==> src/rtl/fir_stream_capture_pkg.sv <==
// Shared types for the FIR output capture block: sample width, sample type
// and the capture run state.
package fir_tb_pkg;

    localparam int DW = 13;

    typedef enum logic [1:0] {
        CAPTURE  = 2'd0,
        DRAIN    = 2'd1,
        FINISHED = 2'd2
    } capture_state_t;

    typedef logic signed [DW-1:0] sample_t;

endpackage

==> src/rtl/fir_stream_capture_if.sv <==
// Sample stream port of fir_stream_capture: filter-side VIN/DIN input and
// consumer-side VOUT/DOUT/RDY ready/valid output.
interface fir_stream_capture_if #(parameter int DW = fir_tb_pkg::DW) ();

    logic          VIN;
    logic [DW-1:0] DIN;
    logic          RDY;
    logic          VOUT;
    logic [DW-1:0] DOUT;

    modport slave  (input  VIN, input  DIN, input  RDY, output VOUT, output DOUT);
    modport master (output VIN, output DIN, output RDY, input  VOUT, input  DOUT);

endinterface

==> src/rtl/fir_sync_fifo.sv <==
// Synchronous FIFO with a registered head word. The caller only reads when
// valid and only writes when not full or reading in the same cycle.
module fir_sync_fifo #(
    parameter int DW    = 13,
    parameter int DEPTH = 16
) (
    input  logic          clk,
    input  logic          rst_n,
    input  logic          wr_en,
    input  logic [DW-1:0] wr_data,
    input  logic          rd_en,
    output logic [DW-1:0] head,
    output logic          valid,
    output logic          full,
    output logic          valid_next
);

    localparam int AW = $clog2(DEPTH);

    logic [AW:0]   wr_ptr_q, wr_ptr_d;
    logic [AW:0]   rd_ptr_q, rd_ptr_d;
    logic [DW-1:0] mem_q [DEPTH];
    logic [DW-1:0] mem_d [DEPTH];
    logic [DW-1:0] head_q, head_d;
    logic          valid_q, valid_d;
    logic          full_q, full_d;

    // Pointer advance, storage update and next head selection.
    always_comb begin
        mem_d = mem_q;
        if (wr_en) begin
            mem_d[wr_ptr_q[AW-1:0]] = wr_data;
            wr_ptr_d = wr_ptr_q + {{AW{1'b0}}, 1'b1};
        end else begin
            wr_ptr_d = wr_ptr_q;
        end
        if (rd_en) begin
            rd_ptr_d = rd_ptr_q + {{AW{1'b0}}, 1'b1};
        end else begin
            rd_ptr_d = rd_ptr_q;
        end
        valid_d = (wr_ptr_d != rd_ptr_d);
        full_d  = (wr_ptr_d[AW] != rd_ptr_d[AW]) &&
                  (wr_ptr_d[AW-1:0] == rd_ptr_d[AW-1:0]);
        // The next head may be the word being written right now.
        if (!valid_d) begin
            head_d = head_q;
        end else if (rd_ptr_d == wr_ptr_q) begin
            head_d = wr_data;
        end else begin
            head_d = mem_q[rd_ptr_d[AW-1:0]];
        end
    end

    // State registers.
    always_ff @(posedge clk or negedge rst_n) begin
        if (!rst_n) begin
            wr_ptr_q <= {(AW+1){1'b0}};
            rd_ptr_q <= {(AW+1){1'b0}};
            head_q   <= {DW{1'b0}};
            valid_q  <= 1'b0;
            full_q   <= 1'b0;
            for (int i = 0; i < DEPTH; i++) begin
                mem_q[i] <= {DW{1'b0}};
            end
        end else begin
            wr_ptr_q <= wr_ptr_d;
            rd_ptr_q <= rd_ptr_d;
            head_q   <= head_d;
            valid_q  <= valid_d;
            full_q   <= full_d;
            mem_q    <= mem_d;
        end
    end

    assign head       = head_q;
    assign valid      = valid_q;
    assign full       = full_q;
    assign valid_next = valid_d;

endmodule

==> src/rtl/fir_stream_capture.sv <==
// Capture end of the FIR output stream: buffers N_SAMPLES accepted samples
// through a FIFO toward a ready/valid consumer, then drains and flags DONE.
module fir_stream_capture #(
    parameter int DW        = fir_tb_pkg::DW,
    parameter int DEPTH     = 16,
    parameter int N_SAMPLES = 1024
) (
    input  logic                             CLK,
    input  logic                             RST_n,
    fir_stream_capture_if.slave              bus,
    output logic                             FULL,
    output logic                             OVF,
    output logic [$clog2(N_SAMPLES+1)-1:0]   COUNT,
    output logic                             DONE
);

    import fir_tb_pkg::*;

    localparam int CW = $clog2(N_SAMPLES + 1);
    localparam logic [CW-1:0] N_LAST = CW'(N_SAMPLES);

    capture_state_t state_q, state_d;
    logic [CW-1:0]  count_q, count_d;
    logic           ovf_q, ovf_d;
    logic           done_q, done_d;
    logic           fifo_wr_s, fifo_rd_s;
    logic           fifo_valid_s, fifo_full_s, fifo_valid_next_s;
    logic [DW-1:0]  fifo_head_s;

    // Handshake decode: a full FIFO still accepts when a read frees a slot.
    always_comb begin
        fifo_rd_s = fifo_valid_s & bus.RDY;
        if ((state_q == CAPTURE) && bus.VIN) begin
            fifo_wr_s = ~fifo_full_s | fifo_rd_s;
        end else begin
            fifo_wr_s = 1'b0;
        end
    end

    // Run sequencing, sample counter and sticky overflow flag.
    always_comb begin
        state_d = state_q;
        count_d = count_q;
        ovf_d   = ovf_q;
        case (state_q)
            CAPTURE: begin
                if (fifo_wr_s) begin
                    count_d = count_q + CW'(1'b1);
                    if (count_d == N_LAST) begin
                        state_d = DRAIN;
                    end else begin
                        state_d = CAPTURE;
                    end
                end else if (bus.VIN) begin
                    ovf_d = 1'b1;
                end else begin
                    ovf_d = ovf_q;
                end
            end
            DRAIN: begin
                if (!fifo_valid_next_s) begin
                    state_d = FINISHED;
                end else begin
                    state_d = DRAIN;
                end
            end
            FINISHED: begin
                state_d = FINISHED;
            end
            default: begin
                state_d = CAPTURE;
            end
        endcase
        done_d = (state_d == FINISHED);
    end

    // Control registers.
    always_ff @(posedge CLK or negedge RST_n) begin
        if (!RST_n) begin
            state_q <= CAPTURE;
            count_q <= {CW{1'b0}};
            ovf_q   <= 1'b0;
            done_q  <= 1'b0;
        end else begin
            state_q <= state_d;
            count_q <= count_d;
            ovf_q   <= ovf_d;
            done_q  <= done_d;
        end
    end

    fir_sync_fifo #(
        .DW    (DW),
        .DEPTH (DEPTH)
    ) u_fifo (
        .clk        (CLK),
        .rst_n      (RST_n),
        .wr_en      (fifo_wr_s),
        .wr_data    (bus.DIN),
        .rd_en      (fifo_rd_s),
        .head       (fifo_head_s),
        .valid      (fifo_valid_s),
        .full       (fifo_full_s),
        .valid_next (fifo_valid_next_s)
    );

    assign bus.VOUT = fifo_valid_s;
    assign bus.DOUT = fifo_head_s;
    assign FULL     = fifo_full_s;
    assign OVF      = ovf_q;
    assign COUNT    = count_q;
    assign DONE     = done_q;

endmodule

==> src/flat_wrapper.sv <==
// flat-port wrapper written by rule: the top's interface ports become plain ports
module fir_stream_capture_flat import fir_tb_pkg::*;
#(
    parameter int DW        = fir_tb_pkg::DW,
    parameter int DEPTH     = 16,
    parameter int N_SAMPLES = 1024
)
  (CLK, RST_n, FULL, OVF, COUNT, DONE, bus_VIN, bus_DIN, bus_RDY, bus_VOUT, bus_DOUT);
  fir_stream_capture_if #(.DW(DW)) bus_i ();
  input  logic CLK;
  input  logic RST_n;
  output logic FULL;
  output logic OVF;
  output logic [$clog2(N_SAMPLES+1)-1:0] COUNT;
  output logic DONE;
  input wire logic [$bits(bus_i.VIN)-1:0] bus_VIN;
  input wire logic [$bits(bus_i.DIN)-1:0] bus_DIN;
  input wire logic [$bits(bus_i.RDY)-1:0] bus_RDY;
  output wire logic [$bits(bus_i.VOUT)-1:0] bus_VOUT;
  output wire logic [$bits(bus_i.DOUT)-1:0] bus_DOUT;
  assign bus_i.VIN = bus_VIN;
  assign bus_i.DIN = bus_DIN;
  assign bus_i.RDY = bus_RDY;
  assign bus_VOUT = bus_i.VOUT;
  assign bus_DOUT = bus_i.DOUT;
  fir_stream_capture #(.DW(DW), .DEPTH(DEPTH), .N_SAMPLES(N_SAMPLES)) u_core (.CLK(CLK), .RST_n(RST_n), .bus(bus_i), .FULL(FULL), .OVF(OVF), .COUNT(COUNT), .DONE(DONE));
endmodule
==> config.mk <==
export PLATFORM = sky130hd
export DESIGN_NAME = fir_stream_capture_flat
export DESIGN_NICKNAME = d
export VERILOG_FILES = /design/src/rtl/fir_stream_capture_pkg.sv /design/src/rtl/fir_stream_capture_if.sv /design/src/rtl/fir_sync_fifo.sv /design/src/rtl/fir_stream_capture.sv /design/src/flat_wrapper.sv
export SDC_FILE = /design/constraint.sdc
export NUM_CORES = 1
export LEC_CHECK = 0
export ABC_AREA = 1
export CAP_MARGIN = 0
export CORE_MARGIN = 3
export CORE_UTILIZATION = 66
export CTS_CLUSTER_DIAMETER = 150
export DETAILED_ROUTE_END_ITERATION = 8
export PLACE_DENSITY = 0.85
export SETUP_SLACK_MARGIN = 0.15
export SKIP_LAST_GASP = 1
export SYNTH_ARGS = -nofsm -noshare
export SYNTH_HDL_FRONTEND = slang
export SYNTH_HIERARCHICAL = 1
export SYNTH_SLANG_ARGS = --single-unit
==> constraint.sdc <==
create_clock -name CLK -period 6.1 [get_ports CLK]
set_input_delay 0.61 -clock CLK [delete_from_list [all_inputs] [get_ports CLK]]
set_output_delay 0.61 -clock CLK [all_outputs]
set_load 0.02 [all_outputs]
==> results.py, run 1 <==
metrics = {
    "cells_and_area": {
        "diodes": 0,
        "drive_gt1_frac": 0.0434,
        "postLayoutCellArea_um2": 13600,
        "nNetsFinal": 1666,
        "areaGrowthSynthToFinish_pct": 9.89,
    },
    "timing": {
        "rsz0062_at_grt": "false",
        "timing.hold.ws_ns": 0.125,
        "setup_viol": 0,
        "period_minus_slack_ns": 3.87,
        "tns_ns": 0,
        "tightest_slew_ns": 1.03,
        "period_share": 0.634,
        "slew_viol_final": 0,
        "slew_headroom": 0.314,
        "finClkSkew_ns": 0.0209,
        "clock.fmax_mhz": 258,
        "hold_viol_final": 0,
    },
    "clock_tree": {
        "cts_max_level": 1,
        "cts_tree": "built",
        "cts_root_buf": "clkbuf_16",
        "ctsLongestPathBuffers": 3,
        "cts_resized": 0,
        "clkTransAtPathRegs_ns": 0.06,
        "cts_buffers": 26,
        "holdBufCountCts": 0,
        "cts_setup_buffers": 0,
        "insertion_delay_ns": 0.54,
        "cts_sinks": 248,
    },
    "synthesis": {
        "synth_ff_type": "dfrtp_1",
        "avgSynthCellArea_um2": 7.48,
        "synth.most_common_cell": "nand2_1",
        "synth_area_leaders": "dfrtp_1 50%, nand2_1 16%, nand3_1 10%",
        "synth_enable_flop_cells": 0,
        "synth_top_area_cell": "dfrtp_1",
        "ys_seq_elements": 248,
        "ys_types": 28,
        "synth.yosys.seq_area_share": 0.501,
        "syn_nets": 1680,
        "ys_async_sr_fraction": 1.00,
        "postSynthCellCount": 1657,
        "synth_top_cells_by_count": "532 x nand2_1, 254 x nand3_1, 248 x dfrtp_1, 222 x o21ai_0, 213 x inv_1",
        "synthesis.area_um2": 12400,
        "yosysTopAreaCellShare": 0.501,
        "yosys_warnings": 6,
    },
    "die": {
        "dieArea_um2": 20500,
        "design.core.area_um2": 18200,
        "ios": 45,
        "rows": 49,
        "die_h_um": 143,
        "die_w_um": 143,
        "start_util": 0.681,
    },
    "outcome": {
        "status": "complete, no violations",
    },
    "route": {
        "vias_per_cell": 5.95,
        "dr_wl_met2_um": 15300,
        "routed.top_layer": "met4",
        "drtIter0Drc": 1229,
        "wl_met1_um": 13500,
        "wl_met3_um": 3840,
        "first_pass_iters": 6,
        "drt-wirelength-per-cell_um": 18.0,
        "vias": 11224,
        "drc": 0,
        "drt-total-wl_um": 34000,
        "antenna_left": 0,
    },
    "setup_path": {
        "end_kind": "flop",
        "cp_common_cell": "nand2_1",
        "required_ns": 6.54,
        "slowest_stage": "inv_1",
        "cp_slowest_stage_delay_ns": 0.57,
        "worst_ep_arrival_time_ns": 4.31,
        "path_class": "primary input to flop",
        "crit_chain": "clkdlybuf4s50_1, nand2_1, nand2_1, nand3_1, inv_1, nand2_1, nor2_4, nand2_1, nand2_1, nand3_1, nand2_1, nand3_2, nand3b_1, o21ai_0",
        "critPathLaunchType": "primary input",
        "cp_max_fo": 27,
    },
    "grt": {
        "grtUsageTotal": 0.339,
        "antenna_found_initial": 0,
        "grt_overflow": 0,
        "grt_max_degree": 122,
        "first_global_vias": 10897,
        "grt_pass1_wl_um": 55200,
    },
    "power": {
        "powerDensity_nw_per_um2": 350,
        "peakVddDrop_mv": 0.274,
        "p_leak_uw": 0.00661,
        "comb_power_share": 0.312,
        "internal_power_uw": 3010,
        "clockPowerShare": 0.317,
        "power_frac_seq": 0.371,
        "p_sw_uw": 1750,
        "fin_total_pwr_uw": 4760,
        "swShare": 0.368,
    },
    "placed_design": {
        "placed_area_um2": 12800,
        "dp_hpwl_um": 20800,
        "portBuffers": 44,
        "gp_congestion": 0.944,
    },
    "flow_run": {
        "max_cap_viol_count": 0,
    },
    "min_path": {
        "hp-class": "primary input to asynchronous set/reset pin",
    },
}
layer usage:
layer | GRT usage | vias up
met1 | 0.463 | 5306
met3 | 0.0723 | 101
li1 | - | 5192
met2 | 0.538 | 625
met4 | 0.128 | 0
met5 | 0 | -
power groups by stage:
stage / Sequential [uW] / Clock [uW] / Combinational (uW)
after floorplan: 1830 / 0 / 880
after CTS: 1770 / 1530 / 1440
final: 1770 / 1510 / 1480
after global placement: 1790 / 0 / 1410
after global routing: 1770 / 1590 / 1590
after detailed placement: 1790 / 0 / 1430
cell usage in the layout (no fill, tap or decap), types with 5 or more instances in the layout:
cell type and n:
nand2_2 8, o21ai_0 222, clkbuf_8 5, clkbuf_16 26
nand3b_1 28, ha_1 6, nor2_1 21, nand2_1 532
buf_4 13, clkdlybuf4s50_1 43, clkbuf_1 8, dfrtp_1 248
nand3_1 254, inv_2 5, inv_1 213
stage by stage:
stage | worst slack, ns | instances | utilization
3_5_place_dp | 1.78 | 1844 | 0.704
3_3_place_gp | 1.96 | 1844 | 0.704
6_report | 2.23 | 1887 | 0.748
4_1_cts | 2.32 | 1887 | 0.748
5_1_grt | 1.87 | 1887 | 0.748
2_1_floorplan | 3.65 | 1657 | -
worst max-delay path, delay by kind of cell:
kind                   cells  cell delay (ns)
AND/OR/NAND/NOR           11             2.55
buffers and inverters      2             1.04
AO/OA/AOI/OAI              1             0.10
layout make-up:
type                            count  area, um2
Inverter                          220        826
Clock buffer                       39        749
Sequential cell                   248       6210
Fill cell                        1402       4590
Timing Repair Buffer               57        543
Clock inverter                      4       56.3
Multi-Input combinational cell   1090       4950
Tap cell                          229        287
worst paths after layout:
kind | from | to | slack [ns] | depth (start not counted)
setup / recovery | bus_RDY | u_core/DONE | 2.23 | 14
min in group CLK | u_core/OVF | u_core/OVF | 0.48 | 1
max in group asynchronous | RST_n | u_core/u_fifo/mem_q[31] | 4.44 | 2
hold reg to reg | u_core/OVF | u_core/OVF | 0.48 | 1
setup reg to reg | u_core/state_q[0] | u_core/DONE | 2.29 | 12
hold / removal | RST_n | u_core/u_fifo/mem_q[46] | 0.12 | 1
state kept, by name, summed over array words and instances, names as in the netlist:
| signal | count |
|---|---|
| u_core/u_fifo/head | 13 |
| u_core/u_fifo/mem_q | 208 |
| u_core/u_fifo/rd_ptr_q | 5 |
| u_core/u_fifo/full | 1 |
| u_core/u_fifo/wr_ptr_q | 5 |
| u_core/DONE | 1 |
| u_core/u_fifo/valid | 1 |
| u_core/state_q | 2 |
| u_core/COUNT | 11 |
| u_core/OVF | 1 |
kinds of logic (layout without fill, tap and decap cells):
| kind of cell | count (synthesis) | count (layout) | synth area share |
|---|---|---|---|
| AO/OA/AOI/OAI | 227 | 227 | 0.0926 |
| XOR/XNOR | 3 | 3 | 0.00212 |
| adder cells (fa/ha/maj) | 6 | 6 | 0.00606 |
| AND/OR/NAND/NOR | 854 | 854 | 0.298 |
| buffers and inverters | 319 | 320 | 0.100 |
| flip-flops | 248 | 248 | 0.501 |
Power figures use the tool's default switching activity.
==> run 2, diff against run 1 <==
--- a/config.mk
+++ b/config.mk
@@ -8,10 +8,10 @@
 export ABC_AREA = 1
 export CAP_MARGIN = 0
 export CORE_MARGIN = 3
-export CORE_UTILIZATION = 66
+export CORE_UTILIZATION = 62
 export CTS_CLUSTER_DIAMETER = 150
 export DETAILED_ROUTE_END_ITERATION = 8
-export PLACE_DENSITY = 0.85
+export PLACE_DENSITY = 0.81
 export SETUP_SLACK_MARGIN = 0.15
 export SKIP_LAST_GASP = 1
 export SYNTH_ARGS = -nofsm -noshare
==> constraint.sdc (replaced) <==
create_clock -name CLK -period 4 [get_ports CLK]
set_input_delay 0.4 -clock CLK [delete_from_list [all_inputs] [get_ports CLK]]
set_output_delay 0.4 -clock CLK [all_outputs]
set_load 0.02 [all_outputs]
==> run 2 against run 1 <==
Clock skew fell by 0.0078 ns. Non-clock buffer count rose by 10. Hold slack got worse by 0.21 ns. Register-to-register slack got worse by 1.2 ns. Flip-flop and latch count did not move. Critical path depth fell by 2. First-iteration DRC count fell by 8.7%. Utilization fell by 3.5 points. Cell area rose by 2.3%. Critical endpoint unchanged. Die area rose by 6.2%. The flow now finishes with violations (negative hold slack). Via count fell by 2.0%.
==> results.py, run 2 (synthesis gave the netlist of run 1 again) <==
metrics = {
    "outcome": {
        "status": "complete, but fails checks",
        "violations": "negative hold slack",
    },
    "power": {
        "powerDensity_nw_per_um2": 550,
        "peakVddDrop_mv": 0.393,
        "p_leak_uw": 0.00675,
    },
    "setup_path": {
        "critPathLaunchType": "flop",
        "end_kind": "flop",
        "rrSetupSlack_ns": 1.07,
        "crit_chain": "nor2_1, nand3_1, inv_1, nand2_1, o21ai_0, nand2_1, inv_1, nand2_1, nand2_1, nand3_2, nand3b_1, o21ai_0",
        "cp_slowest_stage_delay_ns": 0.41,
        "reg2reg_from": "u_core/state_q[0]",
        "cp_max_fo": 16,
        "reg2regPathDepth": 12,
        "worst_ep_arrival_time_ns": 3.37,
        "critPathTopFamily": "simple AND/OR/NAND/NOR gates",
        "path_class": "flop to flop",
        "r2r_end": "u_core/DONE",
        "required_ns": 4.45,
        "path_buf_inv": 2,
        "slowest_stage": "dfrtp_1",
        "cp_common_cell": "nand2_1",
    },
    "cells_and_area": {
        "nNetsFinal": 1677,
        "drive_gt1_frac": 0.0550,
        "largest_register_ffs": 208,
        "regMostFlops": "u_core/u_fifo/mem_q",
        "areaGrowthSynthToFinish_pct": 12.4,
        "instances_no_fill": 1939,
        "final_cell_mix": "532 x nand2_1, 254 x nand3_1, 248 x dfrtp_1",
        "diodes": 0,
        "final_common_cell": "nand2_1",
    },
    "clock_tree": {
        "cts_max_level": 1,
        "ctsLongestPathBuffers": 3,
        "cts_setup_buffers": 0,
        "cts_buffers": 27,
        "clkTransAtPathRegs_ns": 0.06,
        "cts_resized": 0,
        "holdBufCountCts": 0,
        "cts_sinks": 248,
        "cts_root_buf": "clkbuf_16",
        "cts_tree": "built",
        "insertion_delay_ns": 0.53,
    },
    "route": {
        "drt-total-wl_um": 33600,
        "antenna_left": 0,
        "drc": 0,
        "drt-wirelength-per-cell_um": 17.3,
        "vias_per_cell": 5.67,
        "drtIter0Drc": 1122,
        "first_pass_iters": 8,
        "vias": 10995,
    },
    "grt": {
        "grtUsageTotal": 0.314,
        "grt_pass1_wl_um": 55000,
        "first_global_vias": 10481,
        "grt_max_degree": 129,
        "grt_overflow": 0,
        "antenna_found_initial": 0,
    },
    "die": {
        "die_w_um": 147,
        "die_h_um": 147,
        "rows": 51,
        "start_util": 0.635,
        "ios": 45,
        "dieArea_um2": 21700,
        "design.core.area_um2": 19500,
    },
    "placed_design": {
        "portBuffers": 44,
        "dp_hpwl_um": 20100,
        "place_inst": 1890,
        "gp_congestion": 0.921,
    },
    "timing": {
        "timing.hold.ws_ns": -0.0869,
        "slew_viol_final": 0,
        "setup_viol": 0,
        "tns_ns": 0,
        "period_minus_slack_ns": 2.93,
        "clock.fmax_mhz": 342,
        "slew_headroom": 0.297,
        "hold_viol_final": 29,
        "rsz0062_at_grt": "false",
        "finClkSkew_ns": 0.0131,
        "tightest_slew_ns": 1.05,
        "period_share": 0.731,
    },
    "flow_run": {
        "max_cap_viol_count": 0,
    },
    "min_path": {
        "hp-class": "primary input to asynchronous set/reset pin",
    },
}
==> run 2: cell type report <==
class / instances / area, um2
tap: 265 / 332
clock buffer: 37 / 773
timing repair buffer: 67 / 643
multi-input combinational: 1090 / 4950
inverter: 220 / 826
fill: 1557 / 5600
clock inverter: 12 / 194
sequential: 248 / 6210
==> run 2: how the worst max path moves through the flow <==
stage	startpoint	end	cells past startpoint
2_1_floorplan	u_core/u_fifo/valid	u_core/DONE	16
3_3_place_gp	bus_RDY	u_core/DONE	14
3_5_place_dp	bus_RDY	u_core/DONE	14
4_1_cts	u_core/state_q[0]	u_core/DONE	12
5_1_grt	u_core/state_q[0]	u_core/DONE	12
6_report	u_core/state_q[0]	u_core/DONE	12
==> run 2: report_power, final <==
group	total, uW	internal (uW)	switching [uW]
Combinational	2310	667	1640
Sequential	2680	2610	76.7
Clock	2670	1670	998
Total	7660	4940	2720
==> run 2: per-layer routing <==
metal	vias up	track usage	routed length, um
met5	-	0	0
met4	0	0.148	1680
met3	97	0.0601	3220
met2	536	0.479	15000
met1	5143	0.440	13800
li1	5219	-	-
==> run 2: metrics by stage <==
step	util	worst slack, ns	total power [uW]	instance area, um2	hold slack (ns)
final	0.713	1.07	7660	13900	-0.0869
after global placement	0.664	0.869	4920	13000	0.452
after global routing	0.713	0.763	8020	13900	0.0349
after detailed placement	0.664	0.719	4960	13000	0.454
after CTS	0.713	1.09	7630	13900	0.0209
after floorplan	-	1.69	4120	12400	0.104
==> run 3, diff against run 2 <==
--- a/config.mk
+++ b/config.mk
@@ -8,10 +8,10 @@
 export ABC_AREA = 1
 export CAP_MARGIN = 0
 export CORE_MARGIN = 3
-export CORE_UTILIZATION = 62
+export CORE_UTILIZATION = 56
 export CTS_CLUSTER_DIAMETER = 150
 export DETAILED_ROUTE_END_ITERATION = 8
-export PLACE_DENSITY = 0.81
+export PLACE_DENSITY = 0.77
 export SETUP_SLACK_MARGIN = 0.15
 export SKIP_LAST_GASP = 1
 export SYNTH_ARGS = -nofsm -noshare
==> constraint.sdc (replaced) <==
create_clock -name CLK -period 2.5 [get_ports CLK]
set_input_delay 0.25 -clock CLK [delete_from_list [all_inputs] [get_ports CLK]]
set_output_delay 0.25 -clock CLK [all_outputs]
set_load 0.02 [all_outputs]
==> run 3 against run 2 <==
The run now ends clean. Maximum frequency increased by 31%. Clock power increased by 55%. Count of clock-buffer cells in the layout increased by 10. First-iteration DRC count increased by 5.3%. Clock skew decreased by 0.0023 ns. Hold slack improved by 0.37 ns. Non-clock buffer count increased by 33. Setup slack got worse by 0.80 ns. Register-to-register slack got worse by 0.80 ns. Largest cell class unchanged.
==> results.py, run 3 (synthesis gave the netlist of run 1 again) <==
metrics = {
    "route": {
        "first_pass_iters": 6,
        "drtIter0Drc": 1181,
        "drt-wirelength-per-cell_um": 16.9,
        "antenna_left": 0,
        "vias_per_cell": 5.61,
        "drt-total-wl_um": 33500,
        "vias": 11121,
        "drc": 0,
    },
    "placed_design": {
        "portBuffers": 44,
        "dp_hpwl_um": 21300,
        "gp_congestion": 0.874,
    },
    "setup_path": {
        "cp_max_fo": 15,
        "cp_common_cell": "nand3_1",
        "required_ns": 2.92,
        "end_kind": "flop",
        "path_buf_inv": 2,
        "critPathTopFamily": "simple AND/OR/NAND/NOR gates",
        "worst_ep_arrival_time_ns": 2.64,
        "path_class": "flop to flop",
        "slowest_stage": "dfrtp_1",
        "cp_slowest_stage_delay_ns": 0.41,
        "crit_start": "u_core/u_fifo/rd_ptr_q[1]",
        "rrSetupSlack_ns": 0.27,
        "crit_chain": "ha_1, nand2_1, nand2_2, clkinv_2, buf_4, nand3_1, nand3_1, nand3_1, nand3_1, nand2_1, nand2_1",
        "reg2reg_from": "u_core/u_fifo/rd_ptr_q[1]",
        "critPathLaunchType": "flop",
    },
    "power": {
        "p_leak_uw": 0.00694,
        "peakVddDrop_mv": 0.455,
        "powerDensity_nw_per_um2": 864,
    },
    "timing": {
        "setup_viol": 0,
        "tightest_slew_ns": 0.624,
        "finClkSkew_ns": 0.0108,
        "period_minus_slack_ns": 2.23,
        "hold_viol_final": 0,
        "tns_ns": 0,
        "period_share": 0.890,
        "slew_headroom": 0.584,
        "slew_viol_final": 0,
        "clock.fmax_mhz": 449,
        "rsz0062_at_grt": "false",
        "timing.hold.ws_ns": 0.281,
    },
    "grt": {
        "grt_max_degree": 70,
        "grt_overflow": 0,
        "grt_pass1_wl_um": 55600,
        "met2_usage": 0.438,
        "grtUsageTotal": 0.285,
        "met3_usage": 0.0537,
        "busiest_layer": "met2",
        "first_global_vias": 10650,
        "antenna_found_initial": 0,
        "use_met1": 0.400,
    },
    "cells_and_area": {
        "areaGrowthSynthToFinish_pct": 15.4,
        "nNetsFinal": 1711,
        "largest_register_ffs": 208,
        "diodes": 0,
        "drive_gt1_frac": 0.0726,
        "regMostFlops": "u_core/u_fifo/mem_q",
        "fill_cells": 1735,
        "final_common_cell": "nand2_1",
        "final_cell_mix": "531 x nand2_1, 254 x nand3_1, 248 x dfrtp_1",
    },
    "die": {
        "design.core.area_um2": 21400,
        "die_w_um": 155,
        "die_h_um": 155,
        "ios": 45,
        "dieArea_um2": 24000,
        "rows": 53,
        "start_util": 0.580,
    },
    "clock_tree": {
        "clkTransAtPathRegs_ns": 0.06,
        "cts_tree": "built",
        "insertion_delay_ns": 0.53,
        "cts_max_level": 1,
        "cts_root_buf": "clkbuf_16",
        "cts_sinks": 248,
        "cts_buffers": 28,
        "ctsLongestPathBuffers": 3,
    },
    "outcome": {
        "status": "complete, no violations",
    },
    "min_path": {
        "hp-class": "primary input to asynchronous set/reset pin",
    },
    "flow_run": {
        "max_cap_viol_count": 0,
    },
}
## run 3: cell count changes in the layout (fill, tap and decap cells not counted), moves of 2 or more
| cell | change |
|---|---|
| clkbuf_8 | +5 |
| bufinv_16 | -4 |
| clkinvlp_4 | -2 |
| clkbuf_1 | +3 |
| clkbuf_16 | +2 |
| buf_4 | +21 |
| buf_12 | +11 |
## run 3: power by group
part	switching [uW]	internal, uW	leakage (uW)	total, uW
clock network	1600	2530	0.000467	4130
registers	138	4170	0.00311	4310
logic	2620	1300	0.00337	3920
total	4350	8010	0.00694	12400
## run 3: cell type report
| class | instances | area, um2 | share of cell area |
|---|---|---|---|
| clock buffer | 47 | 903 | 0.0631 |
| clock inverter | 3 | 40.0 | 0.00280 |
| sequential | 248 | 6210 | 0.434 |
| tap | 275 | 344 | 0.0241 |
| inverter | 220 | 827 | 0.0578 |
| multi-input combinational | 1090 | 4950 | 0.346 |
| timing repair buffer | 100 | 1030 | 0.0721 |
## run 3: path summary, 6_finish.rpt
path,end,cells after the start
min in group CLK,u_core/u_fifo/mem_q[23],3
setup reg to reg,u_core/u_fifo/head[10],11
hold reg to reg,u_core/u_fifo/mem_q[134],2
max in group asynchronous,u_core/u_fifo/mem_q[134],3
setup / recovery,u_core/u_fifo/head[10],11
hold / removal,u_core/u_fifo/mem_q[33],2
## run 3: metal layers
metal	part of all wire	vias to the layer above	routed length [um]
met4	0.043	0	1430
met3	0.087	91	2930
li1	-	5279	-
met2	0.45	497	15000
met5	0	-	0
met1	0.42	5254	14100
## run 3: timing repair
action                                 CTS  global route
setup buffers                            0             0
endpoints found under the hold margin   64             0
resized for setup                        0             4
setup endpoints to repair                0            17
hold buffers                             1             0
## run 3: metrics by stage
stage | worst slack (ns) | power, uW | cells | utilization | area [um2]
final | 0.275 | 12400 | 1983 | 0.670 | 14300
after global routing | 0.174 | 12900 | 1983 | 0.670 | 14300
after CTS | 0.252 | 12300 | 1983 | 0.670 | 14300
after detailed placement | 0.0167 | 8200 | 1932 | 0.625 | 13300
after global placement | 0.119 | 8170 | 1932 | 0.625 | 13300
after floorplan | 0.188 | 6600 | 1657 | - | 12400
